File: src/rtl/fifo_wr_arbiter.sv
// Round-robin write arbiter merging a single-word and a double-word source into one FIFO write port.
// Optional macro FIFO_WR_ARB_CNT_EN adds a saturating 16-bit written-word counter (wr_count).
module fifo_wr_arbiter #(
    parameter int unsigned DATA_WIDTH = 8
) (
    input  logic                      w_clk,
    input  logic                      wrst_n,
    input  logic                      s0_valid,
    input  logic [DATA_WIDTH-1:0]     s0_data,
    output logic                      s0_ready,
    input  logic                      s1_valid,
    input  logic [2*DATA_WIDTH-1:0]   s1_data,
    output logic                      s1_ready,
    input  logic                      full,
    output logic                      w_inc,
    output logic [DATA_WIDTH-1:0]     w_data,
    output logic                      busy
`ifdef FIFO_WR_ARB_CNT_EN
    ,
    output logic [15:0]               wr_count
`endif
);

    localparam int unsigned HOLD_W = 2 * DATA_WIDTH;

    typedef enum logic [1:0] {
        IDLE    = 2'd0,
        SEND_LO = 2'd1,
        SEND_HI = 2'd2
    } state_t;

    state_t              state;
    logic [HOLD_W-1:0]   hold;
    logic [1:0]          word_cnt;
    logic                last_s1;
    logic                in_idle;
    logic                gnt0;
    logic                gnt1;

    // Grants are only issued from IDLE; the contended winner alternates via last_s1.
    assign in_idle = (state == IDLE);
    assign gnt0    = wrst_n && in_idle && s0_valid && (!s1_valid || last_s1);
    assign gnt1    = wrst_n && in_idle && s1_valid && (!s0_valid || !last_s1);

    assign s0_ready = gnt0;
    assign s1_ready = gnt1;
    assign busy     = !in_idle;
    assign w_inc    = !in_idle && !full;

    always_comb begin
        w_data = '0;
        case (state)
            SEND_LO: w_data = hold[DATA_WIDTH-1:0];
            SEND_HI: w_data = hold[HOLD_W-1:DATA_WIDTH];
            default: w_data = '0;
        endcase
    end

    // State, hold register and round-robin history; everything freezes while full is high.
    always_ff @(posedge w_clk or negedge wrst_n) begin
        if (!wrst_n) begin
            state    <= IDLE;
            hold     <= '0;
            word_cnt <= 2'd0;
            last_s1  <= 1'b1;
        end else begin
            case (state)
                IDLE: begin
                    if (gnt0) begin
                        hold     <= {DATA_WIDTH'(0), s0_data};
                        word_cnt <= 2'd1;
                        last_s1  <= 1'b0;
                        state    <= SEND_LO;
                    end else if (gnt1) begin
                        hold     <= s1_data;
                        word_cnt <= 2'd2;
                        last_s1  <= 1'b1;
                        state    <= SEND_LO;
                    end
                end
                SEND_LO: begin
                    if (!full) begin
                        state <= (word_cnt == 2'd2) ? SEND_HI : IDLE;
                    end
                end
                SEND_HI: begin
                    if (!full) begin
                        state <= IDLE;
                    end
                end
                default: state <= IDLE;
            endcase
        end
    end

`ifdef FIFO_WR_ARB_CNT_EN
    always_ff @(posedge w_clk or negedge wrst_n) begin
        if (!wrst_n) begin
            wr_count <= 16'd0;
        end else if (w_inc && (wr_count != 16'hFFFF)) begin
            wr_count <= wr_count + 16'd1;
        end
    end
`endif

endmodule
File: config.mk
export PLATFORM = sky130hd
export DESIGN_NAME = fifo_wr_arbiter
export DESIGN_NICKNAME = d
export VERILOG_FILES = /design/src/rtl/fifo_wr_arbiter.sv
export SDC_FILE = /design/constraint.sdc
export NUM_CORES = 1
export LEC_CHECK = 0
export ABC_AREA = 1
export CELL_PAD_IN_SITES_DETAIL_PLACEMENT = 0
export CELL_PAD_IN_SITES_GLOBAL_PLACEMENT = 1
export CORE_ASPECT_RATIO = 0.9
export CORE_UTILIZATION = 31
export CTS_CLUSTER_SIZE = 20
export DETAILED_ROUTE_END_ITERATION = 16
export MAX_ROUTING_LAYER = met4
export PLACE_DENSITY_LB_ADDON = 0.1
export SLEW_MARGIN = 20
export SYNTH_ARGS = -nofsm -noshare
export SYNTH_HDL_FRONTEND = slang
export SYNTH_SLANG_ARGS = --single-unit
File: constraint.sdc
create_clock -name w_clk -period 1.55 [get_ports w_clk]
set_input_delay 0.31 -clock w_clk [delete_from_list [all_inputs] [get_ports w_clk]]
set_output_delay 0.31 -clock w_clk [all_outputs]
set_load 0.01 [all_outputs]
==> metrics.yaml <==
tightest_slew_ns: 0.243
initial_utilization_pct: 33.7
clkTransAtPathRegs_ns: 0.08
hold_viol_final: 0
ys_seq_area_share_pct: 44.6
crit_slowest_cell: "dfrtp_1"
worstPathArrival_ns: 1.50
top_usage_layer: "met2"
power_mw: 2.99
hold_buffers: 0
wirelength_um: 3370
max-vdd-ir-drop_v: 0.000881
first_iter_violations: 32
holdWs_ns: 0.223
ys.warnings.count: 0
die_w_um: 67.0
cts_buffer_depth: 2
crit_family: "buffers and inverters"
slew_headroom_pct: 83.8
worstSetupStartpointType: "register"
worst-path-buf-inv: 3
crit_path_max_incr_delay_ns: 0.37
fin_crit_ns: 1.81
syn_nets: 191
internal-power_mw: 1.77
core_area_sq_um: 3500
ys_seq_elements: 21
num_antenna_cells: 0
insertion_delay_ns: 0.26
swShare_pct: 40.7
status: "finished with violations"
clock_skew_ns: 0.00484
use_met1_pct: 21.5
hold_path.class: "in2async"
routedWlPerCell_um: 12.8
synth_area_per_cell_sq_um: 7.42
violations: "negative setup slack"
worst-setup-path-type: "reg2out"
nets: 252
setup_viol: 10
rsz0062_at_grt: "true"
maxCapViolations: 0
cts_root_buf: "clkbuf_8"
grt_usage_pct: 18.5
r2r-start: "state[0]$_DFFE_PN0P_"
die_h_um: 60.5
syn_area_sq_um: 1180
cts.sinks: 21
antenna_found_initial: 0
ant_nets: 0
layout_common_cells: "71 x nand2_1, 27 x clkdlybuf4s50_1, 26 x nand3_1, 20 x dfrtp_1, 20 x buf_4"
timing.final.ws_setup_ns: -0.263
switching_power_mw: 1.22
ioPinCount: 41
grt_max_degree: 19
power.density_nw_per_um2: 1580
place.gp.congestion: 0.761
power_frac_comb_pct: 56.0
netlist-cell-type-count: 21
syn_inst: 159
cts_made_buffers: 3
gr-total-overflow: 0
dp.cells: 252
slew_violations: 0
cts_tree: "done"
grt_pass1_vias: 1228
final-instance-count-excl-fill: 263
power_frac_clock_pct: 12.4
via_count: 1267
portBuffers: 40
dr.pass1.iters: 4
syn_to_final_growth_pct: 60.2
post-route-period-util_pct: 117
drc_errors: 0
grtUsageMet3_pct: 4.51
grt_first_pass_wirelength_um: 5420
drive_above_1_share_pct: 30.1
critPathMaxFanout: 8
htreeDepth: 1
place_hpwl_um: 2490
r2r-end: "state[0]$_DFFE_PN0P_"
power.leakage_nw: 0.927
endpoint_kind: "primary output"
num_rows: 20
fmax_ghz: 0.551
vias_per_cell: 4.82
utilization_pct: 54.0
r2r.worst_path.cells: 8
gr-usage-met2_pct: 33.1
crit_chain: "inv_2 -> ha_4 -> clkinvlp_4 -> a21oi_2 -> buf_2"
seq_power_share_pct: 31.7
cp.required_ns: 1.24
dieArea_sq_um: 4060
r2r_slack_ns: 0.10
final_common_cell: "nand2_1"
-- worst register-to-register path: cells and delay by family, from the launching register on --
family	cells	cell delay [ns]
AO/OA/AOI/OAI	1	0.16
AND/OR/NAND/NOR	3	0.20
buffers and inverters	3	0.41
adder cells (fa/ha/maj)	1	0.19
flip-flops	1	0.40
-- power groups by stage --
stage          Clock (mW)  Sequential, mW  Combinational [mW]
2_1_floorplan           0           0.916               0.774
3_3_place_gp            0           0.948                1.29
3_5_place_dp            0           0.959                1.32
4_1_cts             0.378           0.948                1.58
5_1_grt             0.404           0.976                1.84
6_report            0.370           0.946                1.67
-- synthesized netlist by cell type --
library cell	n	area share, %
dfstp_2	1	2.2
a21oi_2	1	0.74
nand3_4	1	1.5
nor3b_1	1	0.64
buf_2	2	0.85
clkbuf_1	2	0.64
buf_4	3	1.9
o21ai_1	2	0.85
ha_1	3	3.2
a21oi_1	8	3.4
nand2_4	1	0.95
nand3_1	26	11
nand2_2	2	1.1
dfrtp_1	20	42
inv_2	1	0.32
nor2_1	3	0.95
nand2_1	71	23
inv_1	8	2.5
nor2_4	1	0.95
o21ai_0	1	0.42
nand3_2	1	0.85
-- per-stage QoR --
step / worst slack, ns / area [sq um] / TNS [ns]
floorplan: 0.0910 / 1180 / 0
global placement: -0.497 / 1720 / -6.52
detailed placement: -0.500 / 1720 / -7.11
CTS: -0.257 / 1850 / -2.05
global route: -0.340 / 1890 / -2.80
finish: -0.263 / 1890 / -2.00
-- routing by layer --
metal  share of wire (%)  wire (um)
met2                  52       1760
met4                0.33         11
met5                   0          0
met3                 3.2        109
met1                  44       1490
-- how the worst max path moves through the flow --
stage / start / endpoint / slack [ns] / cells after the start
floorplan: state[0]$_DFFE_PN0P_ / s0_ready / 0.09 / 7
global placement: wrst_n / s0_ready / -0.50 / 7
detailed placement: wrst_n / s0_ready / -0.50 / 7
CTS: state[0]$_DFFE_PN0P_ / w_data[7] / -0.26 / 5
global route: state[0]$_DFFE_PN0P_ / w_data[1] / -0.34 / 5
finish: state[0]$_DFFE_PN0P_ / w_data[1] / -0.26 / 5
-- cell type report --
class                           count  area, sq um
Fill cell                         340         1610
Multi-Input combinational cell    122          683
Timing Repair Buffer               63          542
Sequential cell                    21          527
Tap cell                           44         55.1
Clock buffer                        3         41.3
Inverter                            9         37.5
Clock inverter                      1         5.00
-- flip-flops by register name (all words and copies together), names as in the netlist --
register and flops:
hold 16, last_s1 1, state 2, word_cnt 2
-- timing repair --
item | in CTS | in global routing
resized for setup | 72 | 10
buffers inserted | 7 | 1
pin swaps | 3 | 2
endpoints found under the setup margin | 12 | 25
cloned | 0 | 0
-- cells by family (layout without fill, tap and decap cells) --
family | after synthesis | in the layout | synth area share, %
compound gates | 12 | 12 | 5.41
fa+ha+maj | 3 | 3 | 3.18
buf+inv | 16 | 76 | 6.26
flops | 21 | 21 | 44.6
simple gates | 107 | 107 | 40.5
(Power assumes the default switching activity.)
